==> config.mk <==
export PLATFORM = sky130hd
export DESIGN_NAME = pipe_demux
export DESIGN_NICKNAME = d
export VERILOG_FILES = /design/src/rtl/pipe_demux_pkg.sv /design/src/rtl/pipe_demux_out_slot.sv /design/src/rtl/pipe_demux.sv
export SDC_FILE = /design/constraint.sdc
export NUM_CORES = 1
export LEC_CHECK = 0
export BUFFER_PORTS_ARGS = -buffer_cell sky130_fd_sc_hd__buf_4
export CAP_MARGIN = 15
export CORE_MARGIN = 2
export CORE_UTILIZATION = 42
export CTS_CLUSTER_SIZE = 30
export DETAILED_ROUTE_END_ITERATION = 10
export HOLD_SLACK_MARGIN = 0.08
export PLACE_DENSITY = 0.75
export SYNTH_ARGS = -nofsm -noshare
export SYNTH_HDL_FRONTEND = slang
export SYNTH_SLANG_ARGS = --single-unit
==> constraint.sdc <==
create_clock -name clk -period 1.3 [get_ports clk]
set_input_delay 0.195 -clock clk [delete_from_list [all_inputs] [get_ports clk]]
set_output_delay 0.195 -clock clk [all_outputs]
set_load 0.005 [all_outputs]
==> src/rtl/pipe_demux_pkg.sv <==
// pipe_demux_pkg: shared constants and types for the 1-to-2 registered demux.
// Optional accepted-word counters are enabled by defining PIPE_DEMUX_CNT_EN.
package pipe_demux_pkg;

  // payload width
  localparam int DATA_W   = 16;
  // accepted-word counter width
  localparam int CNT_W    = 16;
  // number of destinations
  localparam int NUM_DEST = 2;

  // destination indices, matching the value of the select bit
  localparam bit DEST0 = 1'b0;
  localparam bit DEST1 = 1'b1;

  // one producer-side request: destination plus payload
  typedef struct packed {
    logic              sel;
    logic [DATA_W-1:0] data;
  } dmx_req_t;

endpackage

==> src/rtl/pipe_demux_out_slot.sv <==
// out_slot: one-entry valid/ready register feeding a single consumer.
// The slot is full while it holds an undelivered word. A load in the same
// cycle as a drain replaces the word and keeps the slot full, so one word
// per cycle can flow through with the consumer ready.
module out_slot #(
  parameter int W = 16
) (
  input  logic         clk,
  input  logic         rst_n,
  input  logic         flush,
  input  logic         load,
  input  logic [W-1:0] ld_data,
  input  logic         ready,
  output logic         full,
  output logic [W-1:0] data
);

  logic         r_full;
  logic [W-1:0] r_data;
  logic         w_drain;

  assign w_drain = r_full && ready;

  // occupancy: flush wins, then load (also covers drain+load), then drain
  always_ff @(posedge clk or negedge rst_n) begin
    if (!rst_n)       r_full <= 1'b0;
    else if (flush)   r_full <= 1'b0;
    else if (load)    r_full <= 1'b1;
    else if (w_drain) r_full <= 1'b0;
  end

  // payload: captured only on load, so it stays stable while the slot waits
  always_ff @(posedge clk or negedge rst_n) begin
    if (!rst_n)    r_data <= '0;
    else if (load) r_data <= ld_data;
  end

  assign full = r_full;
  assign data = r_data;

endmodule

==> src/rtl/pipe_demux.sv <==
// pipe_demux: registered 1-to-2 demultiplexer with valid/ready on all sides.
// Each destination owns an out_slot, so a stalled consumer only blocks words
// addressed to it. Optional per-destination accept counters (count0/count1)
// are built when PIPE_DEMUX_CNT_EN is defined.
module pipe_demux
  import pipe_demux_pkg::*;
(
  input  logic              clk,
  input  logic              rst_n,
  input  logic              flush,
  input  logic              in_valid,
  output logic              in_ready,
  input  logic              select,
  input  logic [DATA_W-1:0] in_data,
  output logic              out0_valid,
  input  logic              out0_ready,
  output logic [DATA_W-1:0] out0_data,
  output logic              out1_valid,
  input  logic              out1_ready,
  output logic [DATA_W-1:0] out1_data
`ifdef PIPE_DEMUX_CNT_EN
  ,
  output logic [CNT_W-1:0]  count0,
  output logic [CNT_W-1:0]  count1
`endif
);

  dmx_req_t                            w_req;
  logic [NUM_DEST-1:0]                 w_full;
  logic [NUM_DEST-1:0]                 w_load;
  logic [NUM_DEST-1:0]                 w_oready;
  logic [NUM_DEST-1:0][DATA_W-1:0]     w_data;
  logic                                w_sel_full;
  logic                                w_sel_rdy;
  logic                                w_accept;

  assign w_req.sel  = select;
  assign w_req.data = in_data;

  assign w_oready[DEST0] = out0_ready;
  assign w_oready[DEST1] = out1_ready;

  // in_ready looks only at the addressed slot, never at in_valid
  assign w_sel_full = w_full[w_req.sel];
  assign w_sel_rdy  = w_oready[w_req.sel];
  assign in_ready   = !flush && (!w_sel_full || w_sel_rdy);
  assign w_accept   = in_valid && in_ready;

  for (genvar g = 0; g < NUM_DEST; g++) begin : g_dest
    assign w_load[g] = w_accept && (int'(w_req.sel) == g);

    out_slot #(.W(DATA_W)) u_slot (
      .clk     (clk),
      .rst_n   (rst_n),
      .flush   (flush),
      .load    (w_load[g]),
      .ld_data (w_req.data),
      .ready   (w_oready[g]),
      .full    (w_full[g]),
      .data    (w_data[g])
    );
  end

  assign out0_valid = w_full[DEST0];
  assign out0_data  = w_data[DEST0];
  assign out1_valid = w_full[DEST1];
  assign out1_data  = w_data[DEST1];

`ifdef PIPE_DEMUX_CNT_EN
  logic [NUM_DEST-1:0][CNT_W-1:0] r_cnt;

  // accepted-word counters: free-running wrap, untouched by flush
  always_ff @(posedge clk or negedge rst_n) begin
    if (!rst_n) begin
      r_cnt <= '0;
    end else begin
      for (int i = 0; i < NUM_DEST; i++)
        if (w_load[i]) r_cnt[i] <= r_cnt[i] + CNT_W'(1);
    end
  end

  assign count0 = r_cnt[DEST0];
  assign count1 = r_cnt[DEST1];
`endif

endmodule

==> metrics.yaml, run 1 <==
ys_warn_count: 0
layout.cells.non_filler: 194
power_leakage_nw: 0.999
ios: 58
dp.cells: 178
num_antenna_cells: 0
synth-edff-count: 0
place_ws_ns: -0.0412
viasPerCell: 4.73
cts_tree: "done"
vdd_drop_max_mv: 0.771
clk_latency_ns: 0.33
tightest_slew_ns: 0.428
wl_um: 2930
syn_area_um2: 1370
drtIter0Drc: 12
grtUsageTotal_pct: 17.8
antenna_found_initial: 0
start_util_pct: 44.4
holdCritPathClass: "input port to flip-flop"
clock_path_buffers: 2
setup_viol: 17
cts.clk_slew.worst_paths_ns: 0.10
synthToLayoutAreaGrowth_pct: 49.1
final_area_um2: 2040
crit_chain: "nand2b_1 > buf_4 > mux2i_1 > nor2_1 > buf_4"
rows: 20
grt_max_degree: 35
fin_skew_ns: 0.00652
synthCells: 78
place_area_um2: 1820
cpMaxStageDelayCell: "dfrtp_1"
netlist_top_cells_count: "34 x dfrtp_1, 23 x mux2_2, 9 x mux2_4, 2 x buf_6, 2 x nand2b_1"
cts.sinks: 34
yosys-top-cells-area: "dfrtp_1 62%, mux2_2 19%, mux2_4 9.9%"
drive_above_1_share_pct: 70.7
critPathCaptureType: "output pin"
relSlewSlack_pct: 71.4
hpwl_um: 2030
cts_buffers: 5
setup_ws_ns: -0.115
period_needed_ns: 1.42
hold_ws_ns: 0.0870
critPathMaxFanout: 2
ys_seq_area_share_pct: 62.3
die_height_um: 61.0
power.density_nw_per_um2: 1340
regArea_um2: 851
fillers: 226
syn_nets: 101
crit_type: "flip-flop to output pin"
critPathRequiredTime_ns: 1.11
gr-total-overflow: 0
synthFlopType: "dfrtp_1"
fin_crit_sh_pct: 109
hold_viol: 0
ys_types: 13
violations: "setup timing"
slew_violations: 0
die-width_um: 61.0
max_freq_mhz: 706
dieArea_um2: 3730
cts.htree.levels: 2
critPathArrivalTime_ns: 1.22
tns_ns: -1.18
startpoint_type: "flip-flop"
maxCapViolCount: 0
place_congestion: 0.702
grt_setup_unrepaired: "true"
core-area_um2: 3080
synthArstFlopShare_pct: 100
multiInputGateArea_um2: 507
cts_root_buffer: "clkbuf_4"
synth_top_area_share_pct: 62.3
grt_pass1_wl_um: 4640
vias: 917
wl_per_cell_um: 15.1
synth.largest_area_cell: "dfrtp_1"
portBuffers: 57
synth.most_common_cell: "dfrtp_1"
status: "complete, but fails checks"
finalNetCount: 174
grt_pass1_vias: 915
slowest_delay_ns: 0.36
ys_seq_elements: 34
syn_area_per_cell_um2: 17.5
postRouteAntennaNets: 0
cpMostUsedCell: "buf_4"
first_pass_iters: 4
drc_errors: 0
-- repair_timing --
action                                  in CTS  in global routing
hold buffers                                 2                  3
gates cloned                                 0                  1
hold endpoints to repair                    35                  3
pin swaps                                    1                  0
endpoints found under the setup margin      10                 32
buffers inserted                             2                  2
resized for setup                            0                  8
-- routing by layer --
layer	up-vias	routed length, µm	GRT usage, %
met3	0	199	7.14
met1	456	1280	22.4
met4	0	0	3.73
met5	-	0	0
met2	40	1450	29.3
li1	421	-	-
-- stage by stage --
step	power, mW	util, %
floorplan	1.66	-
global placement	2.09	59.2
detailed placement	2.12	59.2
CTS	2.71	62.8
global route	2.89	66.2
finish	2.72	66.2
-- registers in the layout, summed over array words and instances (netlist names) --
| register | flops |
|---|---|
| g_dest.u_slot.full | 2 |
| g_dest.u_slot.data | 32 |
-- area by class of cell --
class / count / share of cell area [%]
clock buffers: 6 / 2.52
multi-input cells: 41 / 24.9
flip-flops and latches: 34 / 41.8
well taps: 44 / 2.70
repair buffers: 69 / 28.1
-- worst max-delay path: cells and delay by family (launching register included) --
kind / cells / cell delay [ns]
flops: 1 / 0.36
buf+inv: 2 / 0.27
mux: 1 / 0.13
simple gates: 2 / 0.13
-- report_power, final --
group	internal (mW)	switching (mW)
combinational	0.541	0.226
sequential	1.26	0.122
clock	0.244	0.324
total	2.05	0.673
-- kinds of logic after synthesis --
logic type | count (synthesis) | share of synthesized area (%)
AO/OA/AOI/OAI | 2 | 0.916
buffers and inverters | 3 | 3.11
AND/OR/NAND/NOR | 6 | 4.12
flip-flops | 34 | 62.3
multiplexers | 33 | 29.6
-- path summary, 6_finish.rpt --
kind / from / to / slack (ns) / cells past startpoint
max: g_dest[1].u_slot.full / in_ready / -0.12 / 5
min: flush / g_dest[0].u_slot.full / 0.09 / 2
max reg2reg: g_dest[1].u_slot.full / g_dest[1].u_slot.data[13] / -0.09 / 5
min reg2reg: g_dest[0].u_slot.data[2] / g_dest[0].u_slot.data[2] / 0.51 / 1
max in group asynchronous: rst_n / g_dest[1].u_slot.data[3] / 0.65 / 2
min in group asynchronous: rst_n / g_dest[0].u_slot.full / 0.34 / 2
-- cells in the final DEF, fill, tap and decap left out --
| master | n |
|---|---|
| dlygate4sd3_1 | 5 |
| clkbuf_16 | 1 |
| o21bai_1 | 1 |
| mux2_2 | 16 |
| dfrtp_1 | 34 |
| nand2b_4 | 1 |
| nand2b_1 | 1 |
| mux2_4 | 16 |
| mux2i_1 | 1 |
| buf_12 | 2 |
| nor2b_2 | 1 |
| o21ai_0 | 1 |
| and3_4 | 1 |
| nor2_1 | 1 |
| buf_4 | 61 |
| clkbuf_4 | 5 |
| nand3b_4 | 1 |
| clkbuf_8 | 1 |
No activity file was read; power rests on OpenSTA's default activity.
==> run 2, diff against run 1 <==
--- a/config.mk
+++ b/config.mk
@@ -7,6 +7,7 @@
 export LEC_CHECK = 0
 export BUFFER_PORTS_ARGS = -buffer_cell sky130_fd_sc_hd__buf_4
 export CAP_MARGIN = 15
+export CORE_ASPECT_RATIO = 1.1
 export CORE_MARGIN = 2
 export CORE_UTILIZATION = 42
 export CTS_CLUSTER_SIZE = 30
==> run 2 against run 1 <==
  * The run still ends with setup timing left
  * Critical endpoint unchanged
  * Sequential share of layout area shrank 2.6 points
  * Critical path type unchanged
  * Total power is 7.6% higher
  * Via count grew 2.9%
  * Non-clock buffer count increased by 12
==> metrics.yaml, run 2 (synthesis gave the netlist of run 1 again) <==
status: "complete, but fails checks"
violations: "setup timing"
startpoint_type: "flip-flop"
power_leakage_nw: 1.06
cts.sinks: 34
r2r_cells: 4
core-area_um2: 3070
largest_reg_flops: 32
r2r_start: "g_dest[1].u_slot.full"
tightest_slew_ns: 0.419
power.density_nw_per_um2: 1350
crit_chain: "nand2b_1 > buf_4 > mux2i_1 > nor2_1 > buf_4"
portBuffers: 57
critical_path_buf_inv_count: 2
setup_viol: 1
final_cell_mix: "60 x buf_4, 34 x dfrtp_1, 17 x dlygate4sd3_1, 16 x mux2_2, 16 x mux2_4"
start_util_pct: 44.4
cts.clk_slew.worst_paths_ns: 0.10
vdd_drop_max_mv: 0.974
slowest_delay_ns: 0.36
cts_tree: "done"
clock_path_buffers: 2
drtIter0Drc: 17
multiInputGateArea_um2: 507
final_area_um2: 2170
grt_setup_unrepaired: "true"
period_needed_ns: 1.42
drive_above_1_share_pct: 64.6
maxCapViolCount: 0
die_height_um: 63.8
cts_root_buffer: "clkbuf_4"
ios: 58
num_antenna_cells: 0
critPathCaptureType: "output pin"
gr-total-overflow: 0
relSlewSlack_pct: 72.1
grtUsageTotal_pct: 17.9
die-width_um: 58.4
crit_type: "flip-flop to output pin"
clk_latency_ns: 0.33
regArea_um2: 851
whs_endpoint: "g_dest[1].u_slot.data[12]"
place_congestion: 0.701
critPathMaxFanout: 2
wl_per_cell_um: 15.4
reg2reg_to: "g_dest[1].u_slot.data[3]"
slew_violations: 0
rows: 21
cp-startpoint: "g_dest[1].u_slot.full"
wl_um: 3050
holdCritPathClass: "input port to flip-flop"
viasPerCell: 4.77
vias: 944
finalNetCount: 186
cpLargestDelayFamily: "flip-flops"
synthToLayoutAreaGrowth_pct: 59.0
grt_pass1_vias: 1043
fin_skew_ns: 0.00413
hold_viol: 0
drc_errors: 0
cpMostUsedCell: "buf_4"
cpMaxStageDelayCell: "dfrtp_1"
holdCritStartpoint: "in_data[12]"
first_pass_iters: 2
fillers: 214
dieArea_um2: 3730
grt_max_degree: 35
ff2ff_setup_slack_ns: 0.02
power.total_mw: 2.93
max_freq_mhz: 705
final_common_cell: "buf_4"
grt_pass1_wl_um: 4890
hpwl_um: 1910
whs_path_depth: 2
postRouteAntennaNets: 0
critPathRequiredTime_ns: 1.11
fin_crit_sh_pct: 109
setup_ws_ns: -0.119
critPathArrivalTime_ns: 1.22
cts_buffers: 5
antenna_found_initial: 0
cts.htree.levels: 2
place_area_um2: 1810
## run 2: area by class of cell
cell class / instances / share of cell area (%)
tap: 34 / 1.96
clock buffer: 7 / 2.07
multi-input combinational: 41 / 23.3
clock inverter: 1 / 1.38
sequential: 34 / 39.2
timing repair buffer: 81 / 32.1
## run 2: metal layers
| layer | vias to the layer above | part of all wire (%) | track usage [%] |
|---|---|---|---|
| met5 | - | 0 | 0 |
| met4 | 0 | 0.59 | 6.10 |
| met3 | 2 | 5.1 | 7.69 |
| met2 | 32 | 56 | 30.1 |
| met1 | 467 | 38 | 19.9 |
| li1 | 443 | - | - |
## run 2: power by group
| group | switching, mW | internal (mW) |
|---|---|---|
| clock network | 0.337 | 0.408 |
| logic | 0.230 | 0.565 |
| registers | 0.124 | 1.26 |
## run 2: worst max-delay path by stage
stage	cells past startpoint	to	slack [ns]
6_report	5	in_ready	-0.12
5_1_grt	5	in_ready	-0.23
4_1_cts	5	in_ready	-0.14
3_5_place_dp	4	g_dest[1].u_slot.data[6]	-0.05
3_3_place_gp	4	g_dest[1].u_slot.data[0]	-0.008
2_1_floorplan	5	g_dest[1].u_slot.data[10]	-0.02
## run 2: timing repair
action | CTS | global route
gates resized for setup | 0 | 9
gates cloned | 0 | 1
setup endpoints to repair | 29 | 29
setup buffers | 4 | 0
hold endpoints to repair | 40 | 18
pin swaps | 2 | 1
hold buffers | 7 | 10
## run 2: stage by stage
step	setup WS (ns)	hold slack, ns	TNS, ns	utilization, %	cells
2_1_floorplan	-0.0167	-0.101	-0.150	-	78
3_3_place_gp	-0.00803	0.158	-0.0528	58.9	168
3_5_place_dp	-0.0518	0.165	-0.484	58.9	168
4_1_cts	-0.135	0.0801	-0.135	65.4	187
5_1_grt	-0.228	0.0815	-0.361	70.7	198
6_report	-0.119	0.108	-0.119	70.7	198
